===== config.mk =====
export PLATFORM = sky130hd
export DESIGN_NAME = serial_tx
export DESIGN_NICKNAME = d
export VERILOG_FILES = /design/src/rtl/serial_tx.sv
export SDC_FILE = /design/constraint.sdc
export NUM_CORES = 1
export LEC_CHECK = 0
export ABC_AREA = 0
export CAP_MARGIN = 20
export CORE_MARGIN = 10
export CORE_UTILIZATION = 48
export DETAILED_ROUTE_END_ITERATION = 16
export PLACE_DENSITY = 0.8
export SYNTH_ARGS = -nofsm -noshare
export SYNTH_HDL_FRONTEND = slang
export SYNTH_SLANG_ARGS = --single-unit

===== constraint.sdc =====
create_clock -name clk -period 2.56 [get_ports clk]
set_input_delay 0.512 -clock clk [delete_from_list [all_inputs] [get_ports clk]]
set_output_delay 0.512 -clock clk [all_outputs]
set_load 0.01 [all_outputs]

===== src/rtl/serial_tx.sv =====
// rtl/serial_tx.sv - MSB-first parallel-to-serial transmitter with sof/valid framing.
// Optional even-parity trailer bit when PARITY_EN is defined.
module serial_tx #(
  parameter int DW = 8,
  parameter int SW = 3
) (
  input  logic          clk,
  input  logic          rst,
  input  logic          load,
  input  logic [SW-1:0] sel,
  input  logic [DW-1:0] data,
  output logic          ready,
  output logic          sof,
  output logic          sout,
  output logic          sout_vld,
  output logic          done
);

`ifdef PARITY_EN
  typedef enum logic [1:0] {IDLE = 2'd0, SEND = 2'd1, PAR = 2'd2} state_t;
`else
  typedef enum logic [1:0] {IDLE = 2'd0, SEND = 2'd1} state_t;
`endif

  state_t        state_q, state_d;
  logic [SW-1:0] cnt_q, cnt_d;
  logic [DW-1:0] shreg_q, shreg_d;
  logic          ready_q, ready_d;
  logic          sof_q, sof_d;
  logic          sout_q, sout_d;
  logic          sout_vld_q, sout_vld_d;
  logic          done_q, done_d;
`ifdef PARITY_EN
  logic          par_q, par_d;
`endif

  always_comb begin
    state_d = state_q;
    cnt_d   = cnt_q;
    shreg_d = shreg_q;
`ifdef PARITY_EN
    par_d   = par_q;
`endif
    case (state_q)
      IDLE: begin
        if (load) begin
          shreg_d = data;
          cnt_d   = sel;
          state_d = SEND;
`ifdef PARITY_EN
          par_d   = data[sel];
`endif
        end
      end
      SEND: begin
        if (cnt_q != '0) begin
          cnt_d = cnt_q - SW'(1);
`ifdef PARITY_EN
          par_d = par_q ^ shreg_q[cnt_d];
`endif
        end else begin
`ifdef PARITY_EN
          state_d = PAR;
`else
          state_d = IDLE;
`endif
        end
      end
`ifdef PARITY_EN
      PAR: state_d = IDLE;
`endif
      default: state_d = IDLE;
    endcase

    // Outputs are the registered image of the next state, so they lag nothing and
    // never see load/sel/data combinationally.
    sout_d = 1'b0;
    case (state_d)
      SEND: sout_d = shreg_d[cnt_d];
`ifdef PARITY_EN
      PAR:  sout_d = par_d;
`endif
      default: sout_d = 1'b0;
    endcase
    sout_vld_d = (state_d != IDLE);
    ready_d    = (state_d == IDLE);
    sof_d      = (state_q == IDLE) && (state_d == SEND);
    done_d     = (state_q != IDLE) && (state_d == IDLE);
  end

  always_ff @(posedge clk or negedge rst) begin
    if (!rst) begin
      state_q    <= IDLE;
      cnt_q      <= '0;
      shreg_q    <= '0;
      ready_q    <= 1'b1;
      sof_q      <= 1'b0;
      sout_q     <= 1'b0;
      sout_vld_q <= 1'b0;
      done_q     <= 1'b0;
    end else begin
      state_q    <= state_d;
      cnt_q      <= cnt_d;
      shreg_q    <= shreg_d;
      ready_q    <= ready_d;
      sof_q      <= sof_d;
      sout_q     <= sout_d;
      sout_vld_q <= sout_vld_d;
      done_q     <= done_d;
    end
  end

`ifdef PARITY_EN
  always_ff @(posedge clk or negedge rst) begin
    if (!rst) par_q <= 1'b0;
    else      par_q <= par_d;
  end
`endif

  assign ready    = ready_q;
  assign sof      = sof_q;
  assign sout     = sout_q;
  assign sout_vld = sout_vld_q;
  assign done     = done_q;

endmodule


* Yosys cells after proc, flatten, opt, wreduce, memory -nomap -nowiden *
Index checks and enable logic that the tools add are counted.

word-level totals
  register bits after elaboration = 18
  bits of input ports = 14
  output and inout port bits = 5
  word-level logic and storage cells = 30

cells by class
  add/sub/neg operators = 1
  order comparisons = 1
  eq/ne operators = 2
  muxes and demuxes = 11
  reduce and logical (&&, ||, !) cells = 7

operators by type and width
  kind                                                 count
  2-to-1 mux 8 bit                                     2
  2-to-1 mux 3 bit                                     2
  one-hot mux 3 bit (2 select lines)                   1
  == test 2 x 1 -> 1 bit (second input constant)       2
  zero test 2 bit                                      2
  < comparator 3 x 4 -> 1 bit (second input constant)  1
  2-to-1 mux 2 bit                                     2
  one-hot mux 2 bit (2 select lines)                   1
  nonzero test 2 bit                                   2
  binary-select mux 1 bit (select 3 bit)               1
  nonzero test 3 bit                                   1
  subtractor 3 x 1 -> 3 bit (second input constant)    1
  logical AND 1 bit                                    2
  2-to-1 mux 1 bit                                     2

* Depth between registers and ports, before layout *
Gate-level depths: netlist (run 1).

  word-level depth = 6
  gate-level depth with buffers = 10
  mapped depth without buffers = 10

* Worst setup path after synthesis (run 1) *
Ideal clock, no wire load.

  path type = register to register
  start = register cnt_q[0]
  end = register sout_q, in the netlist sout
  library setup time = 0.082 ns
  arrival = 1.995 ns
  required time = 2.478 ns
  path slack = 0.483 ns
  cell stages (with the launch flop) = 10
  path buffers = 0
  period minus slack after synthesis = 2.077 ns
  cells stage by stage = dfrtp_1 -> inv_1 -> ha_1 -> and3b_1 -> or3_4 -> clkinv_4 -> o22ai_4 -> mux2i_1 -> or3b_1 -> a31oi_1

on the way
  elaborated cells on any way between the ends = 11
  classes of those cells = add/sub (1); eq/ne (1); mux (8); reduce/logical (1)

RTL lines
  what                                RTL line  source
  start: declaration                  26        logic [SW-1:0] cnt_q, cnt_d;
  start signal: assignment            103       cnt_q <= cnt_d;
  nonzero test 3 bit                  56        if (cnt_q != '0) begin
  2-to-1 mux 2 bit                    56
  one-hot mux 2 bit (2 select lines)  44        case (state_q)
  named net state_d[0]                25        state_t state_q, state_d;
  == test 2 x 1 -> 1 bit              78        case (state_d)
  2-to-1 mux 1 bit                    78
  named net sout_d                    30        logic sout_q, sout_d;
  end signal: assignment              107       sout_q <= sout_d;
  end: declaration                    30

The timed path passes the listed nets, and every way through them passes these cells. The select of a mux whose other input is x is not followed.

* Worst setup path in the final report (run 1) *
Same ends and word-level chain as after synthesis.

==> out/summary.md, run 1 <==
The flow ran to the end, and the final reports show no timing, DRC or antenna violations. Counting the fill cells in the layout gives 128. For this run, the post-layout net count is 101. The tools report the number of rows in the core area as 15. The required time of the critical path was 2780 ps; the post-detailed-route wirelength per cell was 14.24 um.

In this run the vertical extent of the chip is 62.01 um. The worst slew margin relative to its limit is 47.62%. Synthesis produced a netlist with a net count of 79. Together, buffers and inverters on the worst path number 2. For the sequential share of the synthesized area, the log shows 53.32%.

The signal arrival time at the worst endpoint was 2440 ps; the count of final max-slew check failures was 0. The slowest stage of the critical path is the sky130_fd_sc_hd__dfrtp_1 cell. Cts-stage hold buffer count: 0.

In this run the count of I/O pins placed on the die edge is 19. The first routing iteration left 3 violations. Power comes to 0.0007329 W.

The min-delay analysis places its worst path in the category flop to flop. Setup violations remaining at the end of the flow were counted as 0. The pin count of the biggest net entering global routing is 19, and the number of max-cap violations is 0. The routability congestion estimate was 0.8288; the final worst-path setup slack was 338.7 ps. CTS placed an instance of sky130_fd_sc_hd__clkbuf_4 at the clock tree root. For the worst-skew pair, the clock arrives at the later sink with an insertion delay of 290 ps. The netlist area before placement is 847.1 um^2. The number of antenna diodes in the final layout is 0. Main flop type after synthesis: sky130_fd_sc_hd__dfrtp_1. The largest fanout on the critical path came out at 5. For this run, the number of Yosys warnings is 0.

After synthesis, the cell types taking the most area are sky130_fd_sc_hd__dfrtp_1, sky130_fd_sc_hd__mux2_2, sky130_fd_sc_hd__mux2i_1. Summing all multi-input logic gate instances after layout gives 340.3 um^2. For this run, the top clock speed supported by timing is 450.2 MHz. The number of H-tree branching levels came out at 1.

TritonCTS built the clock tree. The tools report the area of all placed cells without fillers as 1084 um^2. The commonest cells after synthesis are sky130_fd_sc_hd__dfrtp_1, sky130_fd_sc_hd__mux2_2, sky130_fd_sc_hd__inv_1, sky130_fd_sc_hd__mux2i_1.

Once the floorplan was initialized, standard cells occupied 49.60% of the core. For the number of global-route vias before repair, the log shows 561. The largest total area in the synthesized netlist belongs to sky130_fd_sc_hd__dfrtp_1. The summed negative setup slack over all endpoints was 0 ps; the number of endpoints with negative hold slack in the final report was 0. The per-instance average area after synthesis works out to 13.45 um^2. The count of flip-flops with a built-in enable after synthesis came out at 0. Measured along the x axis, the die boundary spans 62.01 um. In the final layout, the share of cells above drive strength 1 is 21.43%.

Across the routed clock network, the largest skew measured is 0.6968 ps. Synthesis produced 63 cells. The clock input transition at the sequential cells of the worst setup and hold paths is 100 ps. The number of clock sinks is 18. Broken down by cell family, the worst path's largest delay share belongs to simple AND/OR/NAND/NOR gates. Compared with the post-synthesis result, the final layout area differs by 27.92%. After layout, the worst path uses 86.77% of the clock period. Among all cell types in the netlist, the one instantiated most often is sky130_fd_sc_hd__dfrtp_1. On the worst path, the slowest cell contributes a delay of 430 ps. The number of optimization iterations in the first detailed-route pass is 4, and the global-route wire length before repair is 2490 um. The routed wire length is 1552 um. The floorplan step defined a die boundary enclosing 3845 um^2. Once placement finished, the instance area stood at 1047 um^2. The number of antenna violations at the first check in global routing is 0, and the number of vias after detailed routing is 539. IR analysis of the VDD net gives a maximum drop of 0.0003408 V. The category of the worst setup path capture point is a flop. Setup repair after global routing left no endpoint under its margin.

After synthesis, the share of flip-flops with an asynchronous set or reset is 100.0%. The HPWL after detailed placement is 1194 um. Yosys mapped the design onto 30 distinct sky130hd cell types.

After detailed routing, the number of remaining DRC violations is 0. After synthesis the netlist holds a flip-flop and latch count of 18. Using the TritonRoute via totals, the vias-per-cell ratio works out to 4.945. The run gives 0 as the count of antenna-violating nets left after detailed routing. For the pin with the worst max-slew slack, the measured transition is 783.2 ps. After clock tree synthesis, the setup repair step added 0 buffers. In this run the deepest clock path goes through 2 buffers. For this design the static power due to leakage is 0.4711 nW. After global routing the overflow that remains totals 0. Dividing total power by cell area gives a power density of 676.4 nW/um^2.

The tools report the number of buffers created by CTS as 3. Number of buffers added on ports: 18. The category of the worst setup path launch point was a flop. Gates resized during post-CTS repair numbered 0.

The global routing usage summed across all routing layers was 8.950%; the core outline area was 1708 um^2. The combined flip-flop and latch cell area was 451.7 um^2; the post-placement worst setup slack was 123.2 ps. Walking the worst path, the cells encountered are inv_1 -> ha_1 -> and3b_1 -> or3_4 -> clkinv_4 -> o22ai_4 -> mux2i_1 -> or3b_1 -> a31oi_1. Summed over its instances, the top area cell type makes up 50.22% of the synthesized netlist area. The critical path is of the flop to flop type. Post-route minimum period: 2221 ps.
## power breakdown
group	switching [W]	internal (W)
clock network	0.0000855	0.0000867
registers	0.0000251	0.000333
logic	0.0000926	0.000110
## layout make-up
class / instances / area share, %
Clock buffer: 4 / 3.349
Timing Repair Buffer: 18 / 16.63
Inverter: 7 / 4.042
Sequential cell: 18 / 41.69
Tap cell: 25 / 2.887
Multi-Input combinational cell: 37 / 31.41
## kinds of logic after synthesis
logic type / Yosys count / share of synthesized area [%]
compound gates: 7 / 8.123
mux: 13 / 16.54
flops: 18 / 53.32
buf+inv: 8 / 6.500
other cells: 1 / 0.4427
simple gates: 14 / 12.11
fa+ha+maj: 2 / 2.954
## metal layers
metal	vias up	GRT usage, %	share of wire, %
li1	264	-	-
met1	255	10.27	46
met2	16	13.60	45
met3	4	3.455	7.8
met4	0	5.732	1.3
met5	-	0	0
## sequential cells by signal, indices dropped and copies added, names as in the netlist
register / cells
cnt_q: 3
done: 1
shreg_q: 8
ready: 1
sout_vld: 1
state_q: 2
sof: 1
sout: 1
## worst reg2reg max path, cell delays in order, from the launching register on
cell	delay, ps
sky130_fd_sc_hd__dfrtp_1	430
sky130_fd_sc_hd__inv_1	80
sky130_fd_sc_hd__ha_1	230
sky130_fd_sc_hd__and3b_1	180
sky130_fd_sc_hd__or3_4	410
sky130_fd_sc_hd__clkinv_4	80
sky130_fd_sc_hd__o22ai_4	100
sky130_fd_sc_hd__mux2i_1	150
sky130_fd_sc_hd__or3b_1	350
sky130_fd_sc_hd__a31oi_1	160
## through the flow
| stage | utilization, % | hold WS (ps) | std cells |
|---|---|---|---|
| CTS | 63.44 | 498.8 | 109 |
| global placement | 61.32 | 463.1 | 105 |
| global route | 63.44 | 527.4 | 109 |
| finish | 63.44 | 495.2 | 109 |
| detailed placement | 61.32 | 474.7 | 105 |
| floorplan | - | 216.4 | 63 |
## placed cells by master, fill, tap and decap left out, types with 2 or more instances in the layout
master,synthesis,layout
sky130_fd_sc_hd__a31oi_1,2,2
sky130_fd_sc_hd__clkbuf_4,0,3
sky130_fd_sc_hd__clkdlybuf4s50_1,0,18
sky130_fd_sc_hd__dfrtp_1,17,17
sky130_fd_sc_hd__ha_1,2,2
sky130_fd_sc_hd__inv_1,5,5
sky130_fd_sc_hd__mux2_1,2,2
sky130_fd_sc_hd__mux2_2,6,6
sky130_fd_sc_hd__mux2i_1,5,5
sky130_fd_sc_hd__nand3_1,2,2
## path summary, 6_finish.rpt
kind                                  from    endpoint  slack (ps)  depth (start not counted)
worst max-delay path              cnt_q[0]        sout         340                          9
worst min-delay path            shreg_q[6]  shreg_q[6]         500                          1
worst max register to register    cnt_q[0]        sout         340                          9
worst min register to register  shreg_q[6]  shreg_q[6]         500                          1
max in group asynchronous              rst    sout_vld        1410                          1
min in group asynchronous              rst  state_q[0]         670                          1
Note: power is estimated with default switching activity, not from simulation.
==> run 2, diff against run 1 <==
- GPL_TIMING_DRIVEN: unset -> 0
==> run 2 against run 1 <==
Against the previous run:
- worst setup slack worse by 14 ps
- design area up 1.0%
- clock power up 3%
- wire length up 3.8%
- worst hold slack better by 3.0 ps
- maximum frequency down 0.64%
- core utilization up 0.66 points
- flip-flop and latch count unchanged
- register-to-register slack about the same
- sequential power down 1%
- global-route usage up 0.49 points
- die area unchanged
- critical endpoint unchanged
==> out/summary.md, run 2 (same netlist as run 1, synthesis figures left out) <==
After clock tree synthesis, the setup repair step added 0 buffers. The required time of the critical path is 2780 ps. Entering global routing, the biggest net connects 19 pins. The floorplan step set the die width to 62.01 um.

The tools report the summed negative setup slack over all endpoints as 0 ps. The logs give 1 for the number of H-tree branching levels and 15 for the number of rows in the core area. The register with the most flip-flops in the layout has 8 of them. Setup violations remaining at the end of the flow were counted as 0.

The library cell used most frequently in the layout, excluding fill and tap cells, is sky130_fd_sc_hd__clkdlybuf4s50_1. The number of buffers added on ports is 18. Once detail routing completed, the nets flagged for antenna violations numbered 0. The tools report the post-placement worst setup slack as 81.91 ps.

After clock tree synthesis, the clock-pin slew on the worst setup and hold paths is 110 ps. The tools report the number of buffers created by CTS as 3. Compared with the post-synthesis result, the final layout area differs by 29.25%.

The largest registers in the layout are shreg_q (8), cnt_q (3), state_q (2). In the routed design, unresolved DRC markers number 0. Post-CTS repair changed the size of 0 cells. The number of max-cap violations is 0.

19 I/O pins were placed. Once routing completed, OpenROAD measured the worst setup slack at 324.3 ps. VDD sags by at most 0.0003686 V. The fraction of layout instances using a drive strength above 1 was 22.35%; the count of final max-slew check failures was 0. Dividing total power by cell area gives a power density of 677.9 nW/um^2. The tools report the signal arrival time at the worst endpoint as 2450 ps. The transition time at the pin with the least slew margin came out at 760.4 ps. The worst setup path is captured at a flop. The cell leakage power is 0.4772 nW. The via-per-instance ratio is 5.100. After filler insertion, the fill cell instance count of the layout stands at 140. Post-detailed-route wirelength per cell: 14.65 um. The core outline area came out at 1708 um^2. The category of the critical setup timing path was flop to flop.

The die covers 3845 um^2. After layout, the minimum clock period comes to 2236 ps. The number of vias after detailed routing is 561, and the cts-stage hold buffer count is 0. The logs give 447.3 MHz for the highest clock frequency the design can meet and 618 for the number of global-route vias before repair. Measured against its own limit, the worst slew margin works out to 49.15%. The run finished with clean final reports. The first detailed-routing pass ran for 4 iterations. Clock tree synthesis selected as its root buffer the cell sky130_fd_sc_hd__clkbuf_4.

Setup repair after global routing left no endpoint under its margin. TritonCTS built the clock tree. The tools report the detailed-placement wirelength estimate as 1266 um. The first global-routing pass estimated 2642 um of wire. The insertion delay to the later sink of the worst-skew pair is 290 ps, and the number of antenna repair diodes is 0.

For the initial core utilization, the log shows 49.60%. Of all nets on the critical path, the largest fanout is 5. No sink is reached through more buffers than the 2 on the longest clock path. Register with the highest flop count: shreg_q. In this run, the number of DRC markers left after iteration 0 of detailed routing was 3.

The vertical die dimension was 62.01 um; the global routing usage summed across all routing layers was 9.440%. The class of the most critical hold timing path is flop to flop. The number of endpoints with negative hold slack in the final report was 0.

In the layout the commonest cells are sky130_fd_sc_hd__clkdlybuf4s50_1, sky130_fd_sc_hd__dfrtp_1, sky130_fd_sc_hd__mux2_2, sky130_fd_sc_hd__inv_1, sky130_fd_sc_hd__mux2i_1. The logs give 1611 um for the routed wire length and 0.7621 for the routability congestion estimate. On the final layout, the worst clock skew is 7.172 ps. The number of clock sinks is 18. The run gives 0 as the overflow left after global routing. Category of the worst setup path launch point: a flop. The final layout contains 102 nets. The worst path uses 87.33% of the clock period. The number of antenna violations at the first check in global routing was 0.
==> run 2: cell count changes in the layout (fill, tap and decap cells not counted) <==
cell | previous run | this run
sky130_fd_sc_hd__buf_6 | 0 | 1
==> run 2: critical path, stage by stage, from the launching register on <==
cell	delay, ps
sky130_fd_sc_hd__dfrtp_1	420
sky130_fd_sc_hd__inv_1	80
sky130_fd_sc_hd__ha_1	220
sky130_fd_sc_hd__and3b_1	180
sky130_fd_sc_hd__or3_4	410
sky130_fd_sc_hd__clkinv_4	80
sky130_fd_sc_hd__o22ai_4	100
sky130_fd_sc_hd__mux2i_1	150
sky130_fd_sc_hd__or3b_1	350
sky130_fd_sc_hd__a31oi_1	160
==> run 2: metal layers <==
layer	share of wire (%)	global-route usage, %	vias to the layer above
li1	-	-	265
met1	43	10.12	276
met2	49	15.64	16
met3	6.0	3.049	4
met4	1.1	6.051	0
met5	0	0	-
==> run 2: layout make-up <==
| class | count | area (um^2) | share of cell area [%] |
|---|---|---|---|
| Sequential cell | 18 | 451.7 | 41.26 |
| Multi-Input combinational cell | 37 | 340.3 | 31.09 |
| Timing Repair Buffer | 18 | 180.2 | 16.46 |
| Inverter | 7 | 43.79 | 4.000 |
| Clock buffer | 4 | 36.28 | 3.314 |
| Tap cell | 25 | 31.28 | 2.857 |
| Buffer | 1 | 11.26 | 1.029 |
==> run 2: stage by stage <==
step	util [%]	hold slack (ps)	std cells	cell area, um^2	total power (W)
2_1_floorplan	-	216.4	63	847.1	0.0004978
3_3_place_gp	61.98	464.4	106	1059	0.0005622
3_5_place_dp	61.98	476.8	106	1059	0.0005748
4_1_cts	64.10	499.8	110	1095	0.0007498
6_report	64.10	498.3	110	1095	0.0007421
5_1_grt	64.10	516.5	110	1095	0.0007877
==> run 2: report_power, final <==
part	internal, W	total (W)	switching [W]
sequential	0.000333	0.000354	0.0000216
clock	0.0000866	0.000177	0.0000906
combinational	0.000113	0.000211	0.0000975
total	0.000532	0.000742	0.000210
==> run 2: path summary, 6_finish.rpt <==
| check | start | to | slack (ps) | cells past startpoint |
|---|---|---|---|---|
| max | cnt_q[0] | sout | 320 | 9 |
| min | shreg_q[6] | shreg_q[6] | 500 | 1 |
| max reg2reg | cnt_q[0] | sout | 320 | 9 |
| min reg2reg | shreg_q[6] | shreg_q[6] | 500 | 1 |
| max in group asynchronous | rst | shreg_q[6] | 1430 | 1 |
| min in group asynchronous | rst | state_q[0] | 650 | 1 |
